File: src/rtl/adc_capture_pkg.sv
// Shared definitions for the ADC capture scheduler.
//   SAMPLE_W    : width of one ADC sample
//   OVF_CNT_W   : width of the optional per-channel dropped-sample counters
//   cap_state_e : capture FSM state encoding
package adc_capture_pkg;

    localparam int unsigned SAMPLE_W  = 16;
    localparam int unsigned OVF_CNT_W = 8;

    typedef enum logic [1:0] {
        StIdle,
        StCapture,
        StDone
    } cap_state_e;

endpackage

File: src/rtl/rr_arbiter.sv
// Round-robin arbiter: grants at most one requester per cycle, searching from the
// requester after the last granted one.
//   clk, rst_n  : clock, asynchronous active-low reset
//   req_i       : request vector
//   gnt_o       : one-hot grant
//   gnt_valid_o : some request was granted this cycle
//   gnt_idx_o   : index of the granted requester
module rr_arbiter #(
    parameter int unsigned N     = 4,
    localparam int unsigned IDX_W = $clog2(N)
) (
    input  logic             clk,
    input  logic             rst_n,
    input  logic [N-1:0]     req_i,
    output logic [N-1:0]     gnt_o,
    output logic             gnt_valid_o,
    output logic [IDX_W-1:0] gnt_idx_o
);

    logic [IDX_W-1:0] ptr_q, ptr_d;

    always_comb begin
        logic [IDX_W-1:0] cand;
        gnt_o       = '0;
        gnt_valid_o = 1'b0;
        gnt_idx_o   = '0;
        // Candidate order ptr+1 .. ptr+N, so the last winner comes last.
        for (int i = 1; i <= int'(N); i++) begin
            cand = IDX_W'((int'(ptr_q) + i) % int'(N));
            if (!gnt_valid_o && req_i[cand]) begin
                gnt_valid_o = 1'b1;
                gnt_idx_o   = cand;
            end
        end
        if (gnt_valid_o) begin
            gnt_o[gnt_idx_o] = 1'b1;
        end
        ptr_d = gnt_valid_o ? gnt_idx_o : ptr_q;
    end

    always_ff @(posedge clk or negedge rst_n) begin
        if (!rst_n) begin
            ptr_q <= '0;
        end else begin
            ptr_q <= ptr_d;
        end
    end

endmodule

File: src/rtl/adc_capture_scheduler.sv
// Multi-channel ADC capture scheduler: buffers one sample per channel and writes the
// channels into per-channel regions of a single BRAM write port, round-robin.
//   clk, rst_n        : clock, asynchronous active-low reset
//   data, data_valid  : per-channel samples and one-cycle qualifiers
//   start, abort      : capture control pulses (abort wins)
//   num_samples       : samples per channel, 0 or > DEPTH_PER_CH means DEPTH_PER_CH
//   cnv_enable, busy  : high while capturing
//   done              : capture complete
//   overflow          : sticky per-channel dropped-sample flags
//   bram_we/addr/wdata: registered BRAM write port, addr = {channel, offset}
// Optional feature: define ADC_CAPTURE_OVF_COUNT_EN to add ovf_count, saturating
// per-channel dropped-sample counters.
module adc_capture_scheduler
    import adc_capture_pkg::*;
#(
    parameter int unsigned NUM_CHANNELS = 4,
    parameter int unsigned DEPTH_PER_CH = 1024,
    localparam int unsigned CH_W   = $clog2(NUM_CHANNELS),
    localparam int unsigned OFS_W  = $clog2(DEPTH_PER_CH),
    localparam int unsigned ADDR_W = CH_W + OFS_W
) (
    input  logic                                   clk,
    input  logic                                   rst_n,
    input  logic [NUM_CHANNELS-1:0][SAMPLE_W-1:0]  data,
    input  logic [NUM_CHANNELS-1:0]                data_valid,
    input  logic                                   start,
    input  logic                                   abort,
    input  logic [OFS_W:0]                         num_samples,
    output logic                                   cnv_enable,
    output logic                                   busy,
    output logic                                   done,
    output logic [NUM_CHANNELS-1:0]                overflow,
    output logic                                   bram_we,
    output logic [ADDR_W-1:0]                      bram_addr,
    output logic [SAMPLE_W-1:0]                    bram_wdata
`ifdef ADC_CAPTURE_OVF_COUNT_EN
    ,
    output logic [NUM_CHANNELS-1:0][OVF_CNT_W-1:0] ovf_count
`endif
);

    localparam logic [OFS_W:0] DepthVal = (OFS_W + 1)'(DEPTH_PER_CH);

    cap_state_e                           state_q, state_d;
    logic [OFS_W:0]                       target_q, target_d;
    logic [NUM_CHANNELS-1:0][OFS_W:0]     cnt_q, cnt_d;
    logic [NUM_CHANNELS-1:0]              pend_v_q, pend_v_d;
    logic [NUM_CHANNELS-1:0][SAMPLE_W-1:0] pend_data_q, pend_data_d;
    logic [NUM_CHANNELS-1:0]              overflow_q, overflow_d;
    logic                                 busy_q, busy_d;
    logic                                 done_q, done_d;
    logic                                 we_q, we_d;
    logic [ADDR_W-1:0]                    addr_q, addr_d;
    logic [SAMPLE_W-1:0]                  wdata_q, wdata_d;
`ifdef ADC_CAPTURE_OVF_COUNT_EN
    logic [NUM_CHANNELS-1:0][OVF_CNT_W-1:0] ovf_cnt_q, ovf_cnt_d;
`endif

    logic [NUM_CHANNELS-1:0] arb_req;
    logic [NUM_CHANNELS-1:0] gnt;
    logic                    gnt_valid;
    logic [CH_W-1:0]         gnt_idx;
    logic                    capturing;

    assign capturing = (state_q == StCapture);
    // No grant in the abort cycle, so nothing is written once abort is seen.
    assign arb_req   = pend_v_q & {NUM_CHANNELS{capturing && !abort}};

    rr_arbiter #(
        .N (NUM_CHANNELS)
    ) u_rr_arbiter (
        .clk         (clk),
        .rst_n       (rst_n),
        .req_i       (arb_req),
        .gnt_o       (gnt),
        .gnt_valid_o (gnt_valid),
        .gnt_idx_o   (gnt_idx)
    );

    always_comb begin
        logic all_done;
        state_d     = state_q;
        target_d    = target_q;
        cnt_d       = cnt_q;
        pend_v_d    = pend_v_q;
        pend_data_d = pend_data_q;
        overflow_d  = overflow_q;
        we_d        = 1'b0;
        addr_d      = addr_q;
        wdata_d     = wdata_q;
`ifdef ADC_CAPTURE_OVF_COUNT_EN
        ovf_cnt_d   = ovf_cnt_q;
`endif

        all_done = (pend_v_q == '0);
        for (int c = 0; c < int'(NUM_CHANNELS); c++) begin
            if (cnt_q[c] != target_q) begin
                all_done = 1'b0;
            end
        end

        if (abort) begin
            state_d  = StIdle;
            pend_v_d = '0;
        end else if (start && !capturing) begin
            state_d    = StCapture;
            cnt_d      = '0;
            pend_v_d   = '0;
            overflow_d = '0;
`ifdef ADC_CAPTURE_OVF_COUNT_EN
            ovf_cnt_d  = '0;
`endif
            if (num_samples == '0 || num_samples > DepthVal) begin
                target_d = DepthVal;
            end else begin
                target_d = num_samples;
            end
        end else if (capturing) begin
            if (gnt_valid) begin
                we_d              = 1'b1;
                addr_d            = {gnt_idx, cnt_q[gnt_idx][OFS_W-1:0]};
                wdata_d           = pend_data_q[gnt_idx];
                cnt_d[gnt_idx]    = cnt_q[gnt_idx] + 1'b1;
                pend_v_d[gnt_idx] = 1'b0;
            end
            for (int c = 0; c < int'(NUM_CHANNELS); c++) begin
                // Count the in-flight sample so a channel never exceeds its target.
                if (data_valid[c] &&
                    (cnt_q[c] + {{OFS_W{1'b0}}, pend_v_q[c]}) < target_q) begin
                    if (!pend_v_q[c] || gnt[c]) begin
                        pend_v_d[c]    = 1'b1;
                        pend_data_d[c] = data[c];
                    end else begin
                        overflow_d[c] = 1'b1;
`ifdef ADC_CAPTURE_OVF_COUNT_EN
                        if (ovf_cnt_q[c] != '1) begin
                            ovf_cnt_d[c] = ovf_cnt_q[c] + 1'b1;
                        end
`endif
                    end
                end
            end
            if (all_done) begin
                state_d = StDone;
            end
        end

        busy_d = (state_d == StCapture);
        done_d = (state_d == StDone);
    end

    always_ff @(posedge clk or negedge rst_n) begin
        if (!rst_n) begin
            state_q     <= StIdle;
            target_q    <= '0;
            cnt_q       <= '0;
            pend_v_q    <= '0;
            pend_data_q <= '0;
            overflow_q  <= '0;
            busy_q      <= 1'b0;
            done_q      <= 1'b0;
            we_q        <= 1'b0;
            addr_q      <= '0;
            wdata_q     <= '0;
`ifdef ADC_CAPTURE_OVF_COUNT_EN
            ovf_cnt_q   <= '0;
`endif
        end else begin
            state_q     <= state_d;
            target_q    <= target_d;
            cnt_q       <= cnt_d;
            pend_v_q    <= pend_v_d;
            pend_data_q <= pend_data_d;
            overflow_q  <= overflow_d;
            busy_q      <= busy_d;
            done_q      <= done_d;
            we_q        <= we_d;
            addr_q      <= addr_d;
            wdata_q     <= wdata_d;
`ifdef ADC_CAPTURE_OVF_COUNT_EN
            ovf_cnt_q   <= ovf_cnt_d;
`endif
        end
    end

    assign cnv_enable = busy_q;
    assign busy       = busy_q;
    assign done       = done_q;
    assign overflow   = overflow_q;
    assign bram_we    = we_q;
    assign bram_addr  = addr_q;
    assign bram_wdata = wdata_q;
`ifdef ADC_CAPTURE_OVF_COUNT_EN
    assign ovf_count  = ovf_cnt_q;
`endif

endmodule

File: config.mk
export PLATFORM = sky130hd
export DESIGN_NAME = adc_capture_scheduler
export DESIGN_NICKNAME = d
export VERILOG_FILES = /design/src/rtl/adc_capture_pkg.sv /design/src/rtl/rr_arbiter.sv /design/src/rtl/adc_capture_scheduler.sv
export SDC_FILE = /design/constraint.sdc
export NUM_CORES = 1
export LEC_CHECK = 0
export ABC_AREA = 1
export ABC_CLOCK_PERIOD_IN_PS = 3500
export CORE_MARGIN = 4
export CORE_UTILIZATION = 57
export DETAILED_ROUTE_END_ITERATION = 7
export PLACE_DENSITY_LB_ADDON = 0.12
export RECOVER_POWER = 100
export SYNTH_ARGS = -nofsm -noshare
export SYNTH_HDL_FRONTEND = slang
export SYNTH_SLANG_ARGS = --single-unit
File: constraint.sdc
create_clock -name clk -period 3.5 [get_ports clk]
set_input_delay 0.7 -clock clk [delete_from_list [all_inputs] [get_ports clk]]
set_output_delay 0.7 -clock clk [all_outputs]
set_load 0.05 [all_outputs]
==> metrics <==
DR iter-0 viols 940; sequential power share 23.1%; mapped cell area 0.009679 mm2; Async S/R FF share, synth 100.0%; most used flip-flop cell after synthesis dfrtp_1; hold path endpoint bram_addr[10]; Max-Cap Viols 1; Seq/Total Area, Yosys 41.88%; Avg Vias per Cell 5.939; FF-to-FF End pend_data_q[23]; CTS Sinks 162; Skew-Pair Late Insertion Delay 0.43 ns; ANT nets after route 0; Fill cells 1294; Cells after Synth 1128; critical path arrival 3.80 ns; area delta synth->final 26.45%; failing checks capacitance limit, slew limit; clk_skew 0.009182 ns; highest clock rate 0.2878 GHz; CP Max Fanout 8; post-synthesis register bit count 162; Core Rows 47; Syn Area/Cell 8.581 um2; period utilization 99.27%; largest net degree at the start of global routing 76; Worst R2R Setup Slack 0.03 ns; Final Hold Fails 0; startpoint types flip-flop; critical path capture point type flip-flop; minimum period implied by the final worst setup slack 3.474 ns; Die Area 0.01913 mm2; ANT cells 0; final setup TNS 0 ns; Hold Startpoint bram_addr[10]; Net Sw Power 7.499 mW; worst hold stages 2; final setup violation count 0; status finished with violations; IO buf count 118; Clk pwr share 13.0%; core area 0.01658 mm2; CTS max path bufs 2; R2R depth 16; 1st-pass router iterations 6; Critical R2R Launch pend_v_q[1]; Die Wd 138.3 um; most frequent cells in the layout nand2_1 (169), dfrtp_1 (162), inv_1 (117); Comb power frac 63.9%; Sw Ratio 51.31%; Routed WL 31130 um; Worst-Margin Slew 1.972 ns; Setup CP Type reg2reg; Via Count 9164; synth unique cells 45; RD Place Congestion 1.042; most common cell after layout, fill and taps aside nand2_1; Syn Nets 1260; Num CTS Buffers 17; clock tree from TritonCTS yes; Worst-path clk slew 0.07 ns; H-tree depth 4; vias in the first global route 8895; Root Driver clkbuf_16; Design Power 14.62 mW; total global routing overflow 0; CP required 3.82 ns; Nets 1442; initial antenna violation count 0; first-pass GRT wire length 48600 um; starting density of the core 58.37%; DRC Markers 0; final non-filler cell total 1543; Yosys Warn Count 0; io pins 119; Max Transition Viols Final 75; Routed WL per cell 20.17 um; placed insts 1505; worst hold-check path type reg2reg; max_slew headroom -31.50%; GRT Total Usage 32.27%; Die Ht 138.3 um; LEAKAGE 5.781 nW; RSZ-0062 raised after global routing yes; pwr/cell area 1194 mW/mm2; share of cells above drive strength 1 16.25%; internal power 7.117 mW; worst vdd ir 808.2 uV; number of synthesized flops with an enable pin 0; DP HPWL 23300 um
worst max path at each step:
stage                     start              end  slack [ns]  cells past startpoint
CTS                 pend_v_q[0]  pend_data_q[12]       0.006                     16
finish              pend_v_q[1]  pend_data_q[23]        0.03                     16
global route        pend_v_q[1]  pend_data_q[23]       -0.11                     17
global placement          abort  pend_data_q[62]       -0.02                     16
detailed placement        abort        cnt_q[35]       -0.12                     17
floorplan                 abort        cnt_q[26]        0.40                     18
power groups by stage:
stage,combinational [mW],clock (mW),sequential [mW]
CTS,9.26,1.91,3.36
floorplan,5.52,0,3.78
detailed placement,9.14,0,3.38
finish,9.34,1.90,3.38
global placement,9.01,0,3.35
global route,10.1,2.01,3.45
layer usage:
| metal | track usage (%) | part of all wire, % | up-vias |
|---|---|---|---|
| li1 | - | - | 4223 |
| met1 | 42.12 | 41 | 4363 |
| met2 | 51.85 | 47 | 492 |
| met3 | 6.008 | 7.4 | 86 |
| met4 | 16.17 | 5.1 | 0 |
| met5 | 0 | 0 | - |
logic make-up (layout without fill, tap and decap cells):
group / after synthesis / in the layout / synth area share [%]
and+or+nand+nor: 447 / 447 / 21.42
AOI/OAI and AO/OA: 208 / 210 / 12.78
DFF: 162 / 162 / 41.88
buffers and inverters: 162 / 355 / 7.084
muxes: 53 / 53 / 6.166
adders and majority gates: 49 / 49 / 6.334
xor gates and xnor gates: 47 / 47 / 4.330
stage by stage:
step                      utilization [%]  hold WS (ns)  worst slack [ns]  area, um2
after global routing                73.80        0.4981           -0.1103      12240
after CTS                           73.09        0.3252          0.006349      12120
after floorplan                         -        0.4044            0.3955       9679
final                               73.80        0.4826           0.02568      12240
after global placement              69.35        0.4654          -0.01792      11500
after detailed placement            69.35        0.4733           -0.1230      11500
cell type report:
class / count / area (um2) / share of cell area [%]
multi-input cells: 806 / 5072 / 41.44
flip-flops and latches: 162 / 4054 / 33.12
repair buffers: 193 / 1753 / 14.32
inverters: 130 / 490.5 / 4.007
clock buffers: 19 / 452.9 / 3.701
well taps: 220 / 275.3 / 2.249
clock inverters: 13 / 141.4 / 1.155
cell usage after synthesis (16+ instances only):
master | instances | area (um2)
ha_1 | 49 | 613.1
a31oi_1 | 19 | 118.9
mux2_2 | 43 | 484.2
a21oi_1 | 48 | 240.2
o21ai_0 | 61 | 305.3
nand3_1 | 108 | 540.5
nor3_1 | 16 | 80.08
dfrtp_1 | 162 | 4054
inv_1 | 117 | 439.2
xor2_1 | 41 | 359.1
nand2_1 | 170 | 638.1
o211ai_1 | 16 | 120.1
nor2_1 | 94 | 352.8
nand4_1 | 18 | 112.6
o22ai_1 | 38 | 237.7
worst max-delay path, stage by stage (launching register included):
cell     delay [ns]
dfrtp_1        0.46
ha_2           0.25
ha_4           0.16
nand3_4        0.09
nor2_4         0.12
nand2_2        0.08
nor2_4         0.15
nand2_2        0.10
nor3_2         0.20
xor2_1         0.20
ha_1           0.28
a21oi_2        0.13
o21a_1         0.13
nand4_1        0.17
nor2_4         0.31
o21ai_4        0.20
mux2_4         0.34
timing repair:
item / CTS / global route
setup buffers: 0 / 4
pin swaps: 0 / 15
hold buffers: 0 / 0
cloned: 1 / 1
setup endpoints to repair: 31 / 65
gates resized for setup: 4 / 24
registers in the layout, summed over array words and instances (netlist names):
name	count
state_q	2
pend_v_q	4
target_q	11
done	1
u_rr_arbiter.ptr_q	2
bram_addr	12
pend_data_q	64
cnt_q	44
busy	1
bram_wdata	16
bram_we	1
overflow	4
Note: power is estimated with default switching activity, not from simulation.
